--- config.mk ---
export PLATFORM = sky130hd
export DESIGN_NAME = alu_exec
export DESIGN_NICKNAME = d
export VERILOG_FILES = /design/src/rtl/alu_exec_pkg.sv /design/src/rtl/alu_exec_core.sv /design/src/rtl/alu_exec.sv
export SDC_FILE = /design/constraint.sdc
export NUM_CORES = 1
export LEC_CHECK = 0
export ABC_CLOCK_PERIOD_IN_PS = 13900
export BUFFER_PORTS_ARGS = -buffer_cell sky130_fd_sc_hd__buf_4
export CORE_MARGIN = 2
export CORE_UTILIZATION = 50
export CTS_CLUSTER_SIZE = 28
export DETAILED_ROUTE_END_ITERATION = 7
export PLACE_DENSITY = 0.7
export SYNTH_ARGS = -nofsm -noshare
export SYNTH_HDL_FRONTEND = slang
export SYNTH_SLANG_ARGS = --single-unit
--- constraint.sdc ---
create_clock -name clk -period 13.9 [get_ports clk]
set_input_delay 2.085 -clock clk [delete_from_list [all_inputs] [get_ports clk]]
set_output_delay 2.085 -clock clk [all_outputs]
set_load 0.1 [all_outputs]
--- src/rtl/alu_exec_pkg.sv ---
// Shared core package: ALUControl codes, buffered result record, occupancy states.
package alu_exec_pkg;

    localparam int unsigned OP_W      = 3;
    localparam int unsigned MAX_WIDTH = 64;

    localparam logic [OP_W-1:0] ALU_ADD = 3'b000;
    localparam logic [OP_W-1:0] ALU_SUB = 3'b001;
    localparam logic [OP_W-1:0] ALU_AND = 3'b010;
    localparam logic [OP_W-1:0] ALU_OR  = 3'b011;
    localparam logic [OP_W-1:0] ALU_SLT = 3'b101;

    // Result plus five flag bits; result is sized for the widest legal datapath.
    typedef struct packed {
        logic [MAX_WIDTH-1:0] result;
        logic                 zero;
        logic                 negative;
        logic                 carry;
        logic                 overflow;
        logic                 illegal;
    } alu_entry_t;

    typedef enum logic [1:0] {
        OCC_EMPTY = 2'd0,
        OCC_ONE   = 2'd1,
        OCC_FULL  = 2'd2
    } occ_state_t;

    function automatic logic is_legal_op(input logic [OP_W-1:0] code);
        return (code == ALU_ADD) || (code == ALU_SUB) || (code == ALU_AND) ||
               (code == ALU_OR)  || (code == ALU_SLT);
    endfunction

endpackage

--- src/rtl/alu_exec_core.sv ---
// Purely combinational ALU: result and flags for one operation.
module alu_core
    import alu_exec_pkg::*;
#(
    parameter int unsigned WIDTH = 32
) (
    input  logic [OP_W-1:0]  alu_control,
    input  logic [WIDTH-1:0] src_a,
    input  logic [WIDTH-1:0] src_b,
    output logic [WIDTH-1:0] result,
    output logic             zero,
    output logic             negative,
    output logic             carry,
    output logic             overflow,
    output logic             illegal_op
);

    localparam int unsigned MSB = WIDTH - 1;

    logic [WIDTH:0] add_full;
    logic [WIDTH:0] sub_full;
    logic           add_ovf;
    logic           sub_ovf;

    // Shared adder paths; subtraction is A + ~B + 1 so carry-out means A >= B unsigned.
    always_comb begin
        add_full = {1'b0, src_a} + {1'b0, src_b};
        sub_full = {1'b0, src_a} + {1'b0, ~src_b} + (WIDTH+1)'(1);
        add_ovf  = (src_a[MSB] == src_b[MSB]) && (add_full[MSB] != src_a[MSB]);
        sub_ovf  = (src_a[MSB] != src_b[MSB]) && (sub_full[MSB] != src_a[MSB]);
    end

    // Operation select; illegal codes fall through to an all-zero result.
    always_comb begin
        result     = '0;
        carry      = 1'b0;
        overflow   = 1'b0;
        illegal_op = !is_legal_op(alu_control);
        case (alu_control)
            ALU_ADD: begin
                result   = add_full[MSB:0];
                carry    = add_full[WIDTH];
                overflow = add_ovf;
            end
            ALU_SUB: begin
                result   = sub_full[MSB:0];
                carry    = sub_full[WIDTH];
                overflow = sub_ovf;
            end
            ALU_AND: result = src_a & src_b;
            ALU_OR:  result = src_a | src_b;
            ALU_SLT: result = WIDTH'(sub_full[MSB] ^ sub_ovf);
            default: result = '0;
        endcase
        zero     = (result == '0);
        negative = result[MSB];
    end

endmodule

--- src/rtl/alu_exec.sv ---
// ALU execute stage: combinational ALU feeding a 2-entry in-order result buffer.
module alu_exec
    import alu_exec_pkg::*;
#(
    parameter int unsigned WIDTH = 32
) (
    input  logic             clk,
    input  logic             reset,
    input  logic             in_valid,
    output logic             in_ready,
    input  logic [OP_W-1:0]  ALUControl,
    input  logic [WIDTH-1:0] SrcA,
    input  logic [WIDTH-1:0] SrcB,
    output logic             out_valid,
    input  logic             out_ready,
    output logic [WIDTH-1:0] ALUResult,
    output logic             Zero,
    output logic             Negative,
    output logic             Carry,
    output logic             Overflow,
    output logic             illegal_op
);

    logic [WIDTH-1:0] core_result;
    logic             core_zero;
    logic             core_negative;
    logic             core_carry;
    logic             core_overflow;
    logic             core_illegal;

    alu_entry_t new_entry;
    alu_entry_t head_q;
    alu_entry_t tail_q;
    alu_entry_t head_nxt;
    alu_entry_t tail_nxt;
    occ_state_t state_q;
    occ_state_t state_nxt;
    logic       accept;
    logic       transfer;
    logic       unused_head_hi;

    alu_core #(
        .WIDTH (WIDTH)
    ) u_core (
        .alu_control (ALUControl),
        .src_a       (SrcA),
        .src_b       (SrcB),
        .result      (core_result),
        .zero        (core_zero),
        .negative    (core_negative),
        .carry       (core_carry),
        .overflow    (core_overflow),
        .illegal_op  (core_illegal)
    );

    assign accept   = in_valid && in_ready;
    assign transfer = out_valid && out_ready;

    // Pack the freshly computed operation into a buffer record.
    always_comb begin
        new_entry          = '0;
        new_entry.result   = MAX_WIDTH'(core_result);
        new_entry.zero     = core_zero;
        new_entry.negative = core_negative;
        new_entry.carry    = core_carry;
        new_entry.overflow = core_overflow;
        new_entry.illegal  = core_illegal;
    end

    // Occupancy next-state and buffer steering; head is always the oldest entry.
    always_comb begin
        state_nxt = state_q;
        head_nxt  = head_q;
        tail_nxt  = tail_q;
        case (state_q)
            OCC_EMPTY: begin
                if (accept) begin
                    head_nxt  = new_entry;
                    state_nxt = OCC_ONE;
                end
            end
            OCC_ONE: begin
                if (accept && transfer) begin
                    head_nxt = new_entry;
                end else if (accept) begin
                    tail_nxt  = new_entry;
                    state_nxt = OCC_FULL;
                end else if (transfer) begin
                    head_nxt  = '0;
                    state_nxt = OCC_EMPTY;
                end
            end
            OCC_FULL: begin
                if (transfer) begin
                    head_nxt  = tail_q;
                    tail_nxt  = '0;
                    state_nxt = OCC_ONE;
                end
            end
            default: begin
                head_nxt  = '0;
                tail_nxt  = '0;
                state_nxt = OCC_EMPTY;
            end
        endcase
    end

    // State, buffer and handshake registers; reset wins over any same-cycle event.
    always_ff @(posedge clk) begin
        if (reset) begin
            state_q   <= OCC_EMPTY;
            head_q    <= '0;
            tail_q    <= '0;
            out_valid <= 1'b0;
            in_ready  <= 1'b1;
        end else begin
            state_q   <= state_nxt;
            head_q    <= head_nxt;
            tail_q    <= tail_nxt;
            out_valid <= (state_nxt != OCC_EMPTY);
            in_ready  <= (state_nxt != OCC_FULL);
        end
    end

    assign ALUResult  = head_q.result[WIDTH-1:0];
    assign Zero       = head_q.zero;
    assign Negative   = head_q.negative;
    assign Carry      = head_q.carry;
    assign Overflow   = head_q.overflow;
    assign illegal_op = head_q.illegal;

    // Upper result bits beyond WIDTH are always zero and intentionally unread.
    assign unused_head_hi = ^head_q.result;

endmodule

==> results.json <==
{
  "p_per_area_nw_per_um2": 91.1,
  "critPathArrivalTime_ns": 7.74,
  "cts-root-buf": "clkbuf_16",
  "synth.distinct_cells": 85,
  "yosysSeqAreaShare": 0.176,
  "cts_buffer_depth": 2,
  "post_synth.cell_area_avg_sq_um": 7.09,
  "critPathLaunchType": "primary input",
  "core_area_sq_um": 17100,
  "clock_latency_ns": 0.33,
  "grt_pass1_wl_um": 45500,
  "cts_resized": 0,
  "crit_path_max_fanout": 13,
  "htreeDepth": 3,
  "dp_hpwl_um": 22000,
  "syn_nets": 1396,
  "rsz0062_at_grt": "false",
  "start_util": 0.505,
  "netlist_area_sq_um": 8640,
  "synth_cells": 1219,
  "outcome": "finished clean",
  "worst_pin_slew_ns": 1.09,
  "num_vias": 9419,
  "hold_class": "flip-flop to flip-flop",
  "fmax_mhz": 134,
  "antenna_found_initial": 0,
  "tritoncts": "built",
  "row_count": 48,
  "dieWidth_um": 135,
  "nets": 1438,
  "layout-drive-gt1-share": 0.126,
  "maxSlewHeadroom": 0.275,
  "via_per_inst": 6.32,
  "required_ns": 14.17,
  "setup_viol": 0,
  "final.setup.tns_ns": 0,
  "path_common_cell": "nor2_1",
  "ys.flop_type": "dfxtp_1",
  "hold_violations": 0,
  "postCtsSetupRepairBufs": 0,
  "dieArea_sq_um": 18400,
  "max_stage_delay_ns": 0.69,
  "async_flop_share": 0,
  "fin_util": 0.572,
  "grt_max_degree": 76,
  "drcViolationCount": 0,
  "drt_iter0_drc": 1024,
  "path_class": "primary input to flip-flop",
  "critical-path-top-delay-family": "simple AND/OR/NAND/NOR gates",
  "gp_congestion": 0.967,
  "slowest_stage": "or4_1",
  "yosysWarningCount": 0,
  "ios": 110,
  "cap_violations": 0,
  "ir_drop_uv": 74.8,
  "grt-ovfl-total": 0,
  "area_growth_pct": 13.3,
  "port_buffers": 109,
  "ys_ff_latch": 76,
  "power_leakage_nw": 4.21,
  "die_y_um": 135,
  "synth_edf_count": 0,
  "path_buf_inv": 2,
  "firstDrtPassIters": 6,
  "end_kind": "flip-flop",
  "path_cells": "buf_4 -> inv_1 -> ha_1 -> or4_1 -> nor3_1 -> a21boi_0 -> a221oi_1 -> a31oi_1 -> a221oi_1 -> a21oi_1 -> nor2_1 -> nor2_1 -> nor2_1 -> fa_1 -> nand3b_1 -> o21ai_0 -> a21oi_1 -> nand4_1 -> or4_1 -> or4b_1 -> nor4_1 -> nand4b_1 -> nor4b_2 -> a32o_1",
  "drv_slew": 0,
  "wl_per_cell_um": 19.5,
  "fin_crit_sh": 0.537,
  "antenna_cells": 0,
  "cts.sinks": 76,
  "skew_ns": 0.00552,
  "first_global_vias": 8607,
  "cts_buffers": 9,
  "holdBufCountCts": 0,
  "wl_um": 29000,
  "mostFrequentLayoutCells": "nor2_1, buf_4, a21oi_1, ha_1, inv_1",
  "period_minus_slack_ns": 7.46,
  "postRouteAntennaNets": 0,
  "cts.clk_slew.worst_paths_ns": 0.06,
  "layout_commonest_cell": "nor2_1",
  "track_usage": 0.311
}
## worst min-delay path, stage by stage, from the launching register on
cell and delay (ns):
dfxtp_1 0.33, a21oi_1 0.06, nor2_1 0.07
## final cells by class
type	count	area, sq um
clock buffer	10	239
multi-input combinational	959	6440
timing repair buffer	117	878
fill	1663	7320
tap	225	282
sequential	76	1520
clock inverter	6	63.8
inverter	98	368
## power breakdown
group	total, mW	internal, mW	switching, mW
sequential	0.240	0.231	0.00893
clock	0.234	0.143	0.0908
combinational	0.418	0.129	0.289
total	0.892	0.503	0.389
## state kept, by name, summed over array words and instances, names as in the netlist
signal	cells
illegal_op	1
state_q	2
tail_q	36
in_ready	1
Carry	1
Overflow	1
Zero	1
ALUResult	32
out_valid	1
## through the flow
| step | setup slack [ns] | hold WS [ns] | power [mW] | cell area (sq um) | cells |
|---|---|---|---|---|---|
| floorplan | 7.24 | 0.454 | 0.541 | 8640 | 1219 |
| global placement | 6.48 | 0.464 | 0.653 | 9490 | 1475 |
| detailed placement | 6.24 | 0.472 | 0.654 | 9490 | 1475 |
| CTS | 6.56 | 0.488 | 0.886 | 9790 | 1491 |
| global route | 6.05 | 0.514 | 0.937 | 9790 | 1491 |
| finish | 6.44 | 0.486 | 0.892 | 9790 | 1491 |
## cell families after synthesis
family                     Yosys count  share of synthesized area
xor gates and xnor gates            17                     0.0172
AOI/OAI and AO/OA                  442                      0.348
DFF                                 76                      0.176
adders and majority gates          106                      0.156
muxes                                5                    0.00579
buffers and inverters              184                     0.0855
and+or+nand+nor                    389                      0.212
## per-layer routing
layer,vias to the layer above,GRT usage,share of wire
li1,4536,-,-
met1,4435,0.423,0.44
met2,391,0.506,0.45
met3,57,0.0498,0.075
met4,0,0.0938,0.029
met5,-,0,0
## cells in the mapped netlist (9+ instances only)
library cell | count | share of area
a211oi_1 | 15 | 0.013
a21o_1 | 10 | 0.0087
a21oi_1 | 115 | 0.067
a22o_1 | 21 | 0.021
a22oi_1 | 58 | 0.050
a31oi_1 | 15 | 0.011
buf_1 | 9 | 0.0039
buf_2 | 12 | 0.0069
clkbuf_1 | 57 | 0.025
dfxtp_1 | 76 | 0.18
ha_1 | 103 | 0.15
inv_1 | 95 | 0.041
nand2_1 | 84 | 0.036
nand2b_1 | 10 | 0.0072
nand3_1 | 28 | 0.016
nand4_1 | 13 | 0.0094
nor2_1 | 157 | 0.068
nor2b_1 | 15 | 0.011
nor3_1 | 28 | 0.016
nor4_1 | 13 | 0.0094
o211ai_1 | 28 | 0.024
o21a_1 | 9 | 0.0078
o21ai_0 | 63 | 0.036
o31ai_1 | 16 | 0.014
xnor2_1 | 16 | 0.016
## path summary, 6_finish.rpt
| path | cells after the start | slack, ns | start | end |
|---|---|---|---|---|
| setup / recovery | 24 | 6.44 | SrcA[21] | tail_q[4] |
| hold / removal | 2 | 0.49 | tail_q[29] | tail_q[29] |
| setup reg to reg | 7 | 11.58 | out_valid | Zero |
| hold reg to reg | 2 | 0.49 | tail_q[29] | tail_q[29] |
Power figures use the tool's default switching activity.
